==> config.mk <==
export PLATFORM = sky130hd
export DESIGN_NAME = tcdm_preload_engine
export DESIGN_NICKNAME = d
export VERILOG_FILES = /design/src/rtl/tcdm_preload_engine.sv
export SDC_FILE = /design/constraint.sdc
export NUM_CORES = 1
export LEC_CHECK = 0
export CAP_MARGIN = 0
export CORE_AREA = 2 2 167 251
export DETAILED_ROUTE_END_ITERATION = 16
export DIE_AREA = 0 0 169 253
export SLEW_MARGIN = 20
export SYNTH_ARGS = -nofsm -noshare
export SYNTH_HDL_FRONTEND = slang
export SYNTH_SLANG_ARGS = --single-unit
==> constraint.sdc <==
create_clock -name clk_i -period 3.1 [get_ports clk_i]
set_input_delay 0.62 -clock clk_i [delete_from_list [all_inputs] [get_ports clk_i]]
set_output_delay 0.62 -clock clk_i [all_outputs]
set_load 0.01 [all_outputs]
==> src/rtl/tcdm_preload_engine.sv <==
// tcdm_preload_engine: TCDM master that fills an address range with a word pattern and optionally reads it back counting mismatches
module tcdm_preload_engine #(
  parameter int ADDR_WIDTH      = 32,
  parameter int DATA_WIDTH      = 32,
  parameter int CNT_WIDTH       = 16,
  parameter int MAX_OUTSTANDING = 4
) (
  input  logic                    clk_i,
  input  logic                    rst_i,
  input  logic                    start_i,
  input  logic [1:0]              mode_i,
  input  logic                    verify_i,
  input  logic [ADDR_WIDTH-1:0]   base_addr_i,
  input  logic [CNT_WIDTH-1:0]    n_words_i,
  input  logic [DATA_WIDTH-1:0]   seed_i,
  output logic                    busy_o,
  output logic                    done_o,
  output logic [CNT_WIDTH-1:0]    err_cnt_o,
  output logic                    tcdm_req_o,
  input  logic                    tcdm_gnt_i,
  output logic [ADDR_WIDTH-1:0]   tcdm_add_o,
  output logic                    tcdm_wen_o,
  output logic [DATA_WIDTH-1:0]   tcdm_data_o,
  output logic [DATA_WIDTH/8-1:0] tcdm_be_o,
  input  logic [DATA_WIDTH-1:0]   tcdm_r_data_i,
  input  logic                    tcdm_r_valid_i,
  output logic                    tcdm_r_ready_o
);
  localparam int OW = $clog2(MAX_OUTSTANDING + 1);
  localparam logic [DATA_WIDTH-1:0] POLY = DATA_WIDTH'(32'h8020_0003);
  typedef enum logic [2:0] {IDLE, WRITE, WDRAIN, READ, RDRAIN, DONE} state_t;
  state_t r_state, w_next;
  logic [1:0]            r_mode;
  logic                  r_verify;
  logic [ADDR_WIDTH-1:0] r_base, r_addr;
  logic [CNT_WIDTH-1:0]  r_n, r_left, r_err;
  logic [DATA_WIDTH-1:0] r_seed, r_data, r_exp, w_seed;
  logic [OW-1:0]         r_out;
  logic                  w_gnt, w_rsp, w_last, w_drained, w_rd_start, w_check;

  function automatic logic [DATA_WIDTH-1:0] gen_next(input logic [1:0] m, input logic [DATA_WIDTH-1:0] d);
    return m == 2'b00 ? d + DATA_WIDTH'(1) : m == 2'b01 ? (d >> 1) ^ (d[0] ? POLY : '0) : d;
  endfunction

  assign w_seed     = (mode_i == 2'b01 && seed_i == '0) ? DATA_WIDTH'(1) : seed_i;
  assign w_gnt      = tcdm_req_o & tcdm_gnt_i;
  assign w_rsp      = tcdm_r_valid_i & tcdm_r_ready_o;
  assign w_last     = w_gnt && r_left == CNT_WIDTH'(1);
  assign w_drained  = r_out == '0;
  assign w_rd_start = r_state == WDRAIN && w_drained && r_verify;
  assign w_check    = w_rsp && (r_state == READ || r_state == RDRAIN);

  always_ff @(posedge clk_i)
    if (rst_i) r_state <= IDLE;
    else r_state <= w_next;

  always_comb begin
    w_next = r_state;
    case (r_state)
      IDLE:    if (start_i) w_next = n_words_i == '0 ? DONE : WRITE;
      WRITE:   if (w_last) w_next = WDRAIN;
      WDRAIN:  if (w_drained) w_next = r_verify ? READ : DONE;
      READ:    if (w_last) w_next = RDRAIN;
      RDRAIN:  if (w_drained) w_next = DONE;
      default: w_next = IDLE;
    endcase
  end

  always_comb begin
    busy_o         = r_state != IDLE;
    done_o         = r_state == DONE;
    err_cnt_o      = r_err;
    tcdm_req_o     = (r_state == WRITE || r_state == READ) && r_out != OW'(MAX_OUTSTANDING);
    tcdm_wen_o     = r_state == READ;
    tcdm_add_o     = r_addr;
    tcdm_data_o    = r_data;
    tcdm_be_o      = {(DATA_WIDTH/8){tcdm_req_o}};
    tcdm_r_ready_o = r_state != IDLE && r_state != DONE;
  end

  always_ff @(posedge clk_i)
    if (rst_i) r_out <= '0;
    else r_out <= r_out + OW'(w_gnt) - OW'(w_rsp);

  always_ff @(posedge clk_i)
    if (rst_i) begin
      r_mode   <= '0;
      r_verify <= 1'b0;
      r_base   <= '0;
      r_addr   <= '0;
      r_n      <= '0;
      r_left   <= '0;
      r_err    <= '0;
      r_seed   <= '0;
      r_data   <= '0;
      r_exp    <= '0;
    end else begin
      if (r_state == IDLE && start_i) begin
        r_mode   <= mode_i;
        r_verify <= verify_i;
        r_base   <= base_addr_i & ~ADDR_WIDTH'(3);
        r_addr   <= base_addr_i & ~ADDR_WIDTH'(3);
        r_n      <= n_words_i;
        r_left   <= n_words_i;
        r_seed   <= w_seed;
        r_data   <= w_seed;
        r_err    <= '0;
      end else if (w_rd_start) begin
        r_addr <= r_base;
        r_left <= r_n;
        r_data <= r_seed;
        r_exp  <= r_seed;
      end else if (w_gnt) begin
        r_addr <= r_addr + ADDR_WIDTH'(4);
        r_left <= r_left - CNT_WIDTH'(1);
        r_data <= gen_next(r_mode, r_data);
      end
      if (w_check) begin
        r_exp <= gen_next(r_mode, r_exp);
        if (tcdm_r_data_i != r_exp && r_err != '1) r_err <= r_err + CNT_WIDTH'(1);
      end
    end
endmodule
# [Word level (Yosys, flattened, before mapping)]
# Index checks and enable logic that the tools add are counted.
[op_classes] muxes=30 n_reduce_logical=25 eq_ne=19 n_addsub=7 bitwise=4
[op_table] operator="$mux W32" n=16
[op_table] operator="$mux W16" n=6
[op_table] operator="$add A32 B1 Y32 const B" n=2
[op_table] operator="$xor A31 B32 Y32" n=2
[op_table] operator="$add A32 B3 Y32 const B" n=1
[op_table] operator="$logic_not A32 Y1" n=1
[op_table] operator="$ne A32 B32 Y1" n=1
[op_table] operator="$mux W3" n=7
[op_table] operator="$add A16 B1 Y16 const B" n=1
[op_table] operator="$eq A16 B1 Y1 const B" n=1
[op_table] operator="$logic_not A16 Y1" n=1
[op_table] operator="$ne A16 B16 Y1 const B" n=1
[op_table] operator="$sub A16 B1 Y16 const B" n=1
[op_table] operator="$pmux W3 S5" n=1
[op_table] operator="$ne A2 B2 Y1 const B" n=5
[op_table] operator="$logic_and A1 B1 Y1" n=9
[op_table] operator="$eq A3 B2 Y1 const B" n=2
[op_table] operator="$eq A3 B3 Y1 const B" n=2
[op_table] operator="$logic_not A3 Y1" n=2
[op_table] operator="$ne A3 B3 Y1 const B" n=2
[op_table] operator="$reduce_bool A3 Y1" n=2
[op_table] operator="$reduce_and A5 Y1" n=1
[op_table] operator="$eq A2 B1 Y1 const B" n=2
[op_table] operator="$reduce_bool A2 Y1" n=2
[op_table] operator="12 further kinds" n=14
[word_totals] input_bits=120 word_cells=98 register_bits=215

# [Logic depth before layout (Yosys ltp)]
# Gate-level depths: netlist (run 1).
[depth] word_depth=7 ltp_mapped=14

# [Worst setup path before layout (run 1)]
# No wires, ideal clock.
[synth_path] path_type="register to register" start="register r_out[1]" end="register r_out[2]" stages_incl_launch_ff=15 required_ns=2.972 arrival_time_ns=2.629 path_slack_ns=0.343 period_less_slack_ns=2.757 cell_sequence="dfxtp_1 > or3b_1 > and3_1 > clkbuf_1 > inv_2 > buf_2 > buf_2 > ha_1 > inv_1 > ha_1 > inv_1 > fa_1 > xor2_1 > xnor2_1 > nor2_1"
[synth_via] elab_chain_len=5
[synth_rtl] item="start: declaration" line="38" source="logic [OW-1:0] r_out;"
[synth_rtl] item="start signal: assignment" line="83" source="else r_out <= r_out + OW'(w_gnt) - OW'(w_rsp);"
[synth_rtl] item="$ne A3 B3 Y1" line="73" source="tcdm_req_o = (r_state == WRITE || r_state == READ) && r_out != OW'(MAX_OUTSTANDING);"
[synth_rtl] item="$logic_and A1 B1 Y1" line="73"
[synth_rtl] item="$and A1 B1 Y1" line="46" source="assign w_gnt = tcdm_req_o & tcdm_gnt_i;"
[synth_rtl] item="$add A3 B1 Y3 *" line="83"
[synth_rtl] item="$sub A3 B1 Y3 *" line="83"
# Mark *: on every way between the ends. The rest lies on a longest branch, timed or not.
# A chain may end at the register's enable or synchronous reset.

# [Worst setup path in the final report (run 1)]
[layout_path] start="register r_state[2]" end="output tcdm_r_ready_o"
[layout_via] elab_chain_len=2
[layout_rtl] item="start: declaration" line="32" source="state_t r_state, w_next;"
[layout_rtl] item="start signal: assignment" line="55" source="else r_state <= w_next;"
[layout_rtl] item="$ne A3 B3 Y1 or $reduce_bool A3 Y1 (tied branches)" line="78" source="tcdm_r_ready_o = r_state != IDLE && r_state != DONE;"
[layout_rtl] item="$logic_and A1 B1 Y1 *" line="78"
[layout_rtl] item="end: declaration" line="27" source="output logic tcdm_r_ready_o"
# Marks and branches as above.

==> flow_metrics.tcl, run 1 <==
set metrics [dict create \
    power.density_nw_per_um2 555.0 \
    ys_ff_latch 215 \
    gr-total-overflow 0 \
    nets 1923 \
    setup-violations-final 0 \
    max_slew_margin 0.3543 \
    cts_max_level 1 \
    tns_ps 0 \
    fin_crit_ps 2785 \
    synth_edf_count 0 \
    synthesis.nets 1780 \
    fin_hold_ws_ps 362.9 \
    slew_viol_final 0 \
    critPathArrivalTime_ps 2170 \
    ys_types 85 \
    via_count 13144 \
    crit_family "buffers and inverters" \
    drt_wl_total_um 47020 \
    hold_path.class "primary input to flip-flop" \
    timing.rr.start "r_state[2]" \
    first_pass_iters 8 \
    antenna_found_initial 2 \
    grt_max_degree 99 \
    tritoncts "built" \
    cts_setup_buffers 0 \
    fmax_ghz 0.3590 \
    synth_area_per_cell_um2 7.524 \
    worst_pin_slew_ps 964.9 \
    grt_pass1_wl_um 73190 \
    crit_path_max_incr_delay_ps 600 \
    clock_latency_ps 550 \
    synthXorXnorAreaFrac 0.06064 \
    clock_sinks 215 \
    rsz0062_at_grt "no" \
    die_y_um 253 \
    io_buffers 206 \
    cts-resized-gates 0 \
    hold_start "rst_i" \
    cts_hold_buf 0 \
    yosysSeqAreaShare 0.3465 \
    dp_hpwl_um 33880 \
    clock_path_buffers 3 \
    yosys_warnings 0 \
    drt-vias-per-instance 5.663 \
    path_max_fanout 13 \
    critPathLaunch "r_state[2]" \
    netlist_area_um2 12420 \
    grt_pass1_vias 12927 \
    path_cells "nor3_1, buf_4, nor2_1, clkdlybuf4s50_1" \
    fill_cells 4194 \
    muxShareOfSynthArea 0.004230 \
    cts_buffers 24 \
    period_share 0.8985 \
    track_usage 0.2148 \
    syn_inst 1651 \
    yosys.area.top_type "dfxtp_1" \
    cp_num_buf_inv 2 \
    drive_above_1_share 0.07190 \
    startpoint_type "flip-flop" \
    die_w_um 169 \
    yosys.area_share.adder 0.009670 \
    synth_ff_type "dfxtp_1" \
    io_pins 209 \
    synth_top_area_frac 0.3465 \
    crit_type "flip-flop to primary output" \
    clkTransAtPathRegs_ps 70 \
    dieArea_um2 42760 \
    area_delta_synth_final_pct 27.99 \
    gp_congestion 0.8836 \
    status "finished, final reports clean" \
    leakage_nw 5.552 \
    drcViolationCount 0 \
    vdd_drop_max_v 0.0003626 \
    core-area_um2 40760 \
    synthSimpleGateAreaFrac 0.2717 \
    min_path_cells 2 \
    cts_root_buf "clkbuf_16" \
    ys_top_cells_by_count "nand2_1, dfxtp_1, a21oi_1, nor2_1, clkbuf_1" \
    synth.area.top_cells "dfxtp_1, nand2_1, a21oi_1, xor2_1, nor2_1" \
    post-synth-top-count-cell "nand2_1" \
    crit_path_end_kind "primary output" \
    initial_core_util 0.3047 \
    finalHoldViolCount 0 \
    avgRoutedWirePerCell_um 20.26 \
    drtIter0Drc 1036 \
    fin_skew_ps 33.46 \
    cp.depth 4 \
    cp.required_ps 2480 \
    synth_compound_area_frac 0.2467 \
    reg2reg_depth 6 \
    cp_slowest_cell "dfxtp_1" \
    rows 91 \
    synth_top_family_by_area "simple AND/OR/NAND/NOR gates" \
    maxCapViolCount 0 \
    route.antenna.remaining_nets 0 \
    async_flop_share 0 \
]
cells by family (layout without fill, tap and decap cells):
| logic type | Yosys count | in the layout |
|---|---|---|
| AOI/OAI and AO/OA | 461 | 461 |
| xor gates and xnor gates | 86 | 86 |
| other | 0 | 2 |
| and+or+nand+nor | 702 | 702 |
| DFF | 215 | 215 |
| buffers and inverters | 173 | 330 |
| muxes | 5 | 5 |
| adders and majority gates | 9 | 9 |
cell usage in the layout (no fill, tap or decap), types with 5 or more instances in the layout:
master | Yosys | routed
o31ai_1 | 19 | 19
a211oi_1 | 59 | 59
xnor2_1 | 26 | 26
a21boi_0 | 15 | 15
a311oi_1 | 14 | 14
xor2_1 | 60 | 60
or4_1 | 15 | 15
o21ai_0 | 50 | 50
nand2_1 | 281 | 280
clkbuf_16 | 0 | 25
nor2_1 | 129 | 127
and4_1 | 16 | 16
and2_1 | 10 | 9
nor2b_1 | 7 | 7
o21ai_1 | 7 | 5
a31oi_1 | 20 | 20
o311ai_0 | 9 | 9
nor4_1 | 30 | 30
nand4_1 | 41 | 41
o22ai_1 | 17 | 17
ha_1 | 8 | 8
or3_1 | 17 | 17
buf_12 | 0 | 7
a21boi_1 | 5 | 5
nand3_1 | 60 | 60
clkdlybuf4s50_1 | 0 | 205
inv_1 | 21 | 21
o211ai_1 | 15 | 15
a222oi_1 | 9 | 9
a21oi_1 | 149 | 148
nor3_1 | 50 | 50
buf_4 | 5 | 54
dfxtp_1 | 215 | 215
and3_1 | 24 | 24
a221oi_1 | 17 | 17
power by group:
part           total, mW  leakage, nW  internal (mW)  switching, mW
registers           3.38         1.76           3.03          0.350
logic               2.31         3.38           1.02           1.29
clock network       3.14        0.415           1.87           1.27
total               8.82         5.55           5.91           2.91
final cells by class:
cell class	count	area, um2	area share
multi-input combinational	1263	7411	0.4661
tap	511	639.4	0.04021
clock buffer	28	666.9	0.04195
inverter	23	86.33	0.005430
timing repair buffer	267	2609	0.1641
sequential	215	4304	0.2707
clock inverter	12	177.7	0.01117
antenna	2	5.005	0.0003148
registers in the layout, indices dropped and copies added (netlist names), 2 cells and up:
name	flops
err_cnt_o	16
r_base	30
r_exp	32
r_left	16
r_mode	2
r_n	16
r_out	3
r_seed	32
r_state	3
tcdm_add_o	32
tcdm_data_o	32
per-stage QoR:
step	cell area (um2)	power, mW	cells	worst slack (ps)	utilization
6_report	15900	8.824	2321	314.5	0.3900
5_1_grt	15900	9.260	2321	207.6	0.3900
4_1_cts	15890	8.889	2319	292.0	0.3899
3_5_place_dp	15050	5.723	2279	-8.924	0.3692
3_3_place_gp	15050	5.683	2279	46.41	0.3692
2_1_floorplan	12420	4.695	1651	343.4	-
final timing paths:
path	end	slack, ps
worst max register to register	tcdm_add_o[19]	380
worst min-delay path	tcdm_data_o[31]	360
worst max-delay path	tcdm_r_ready_o	310
worst min register to register	r_base[14]	450
layer usage:
| layer | routed length [um] | GRT usage |
|---|---|---|
| met1 | 18050 | 0.2426 |
| met2 | 23980 | 0.3932 |
| met3 | 2828 | 0.03267 |
| met4 | 2165 | 0.1013 |
| met5 | 0 | 0 |
Note: power is estimated with default switching activity, not from simulation.
==> run 2, diff against run 1 <==
ABC_CLOCK_PERIOD_IN_PS = 3100   (was default)
==> results of run 2 <==
Same layout as run 1: the final DEF is identical, and so are final timing and power.
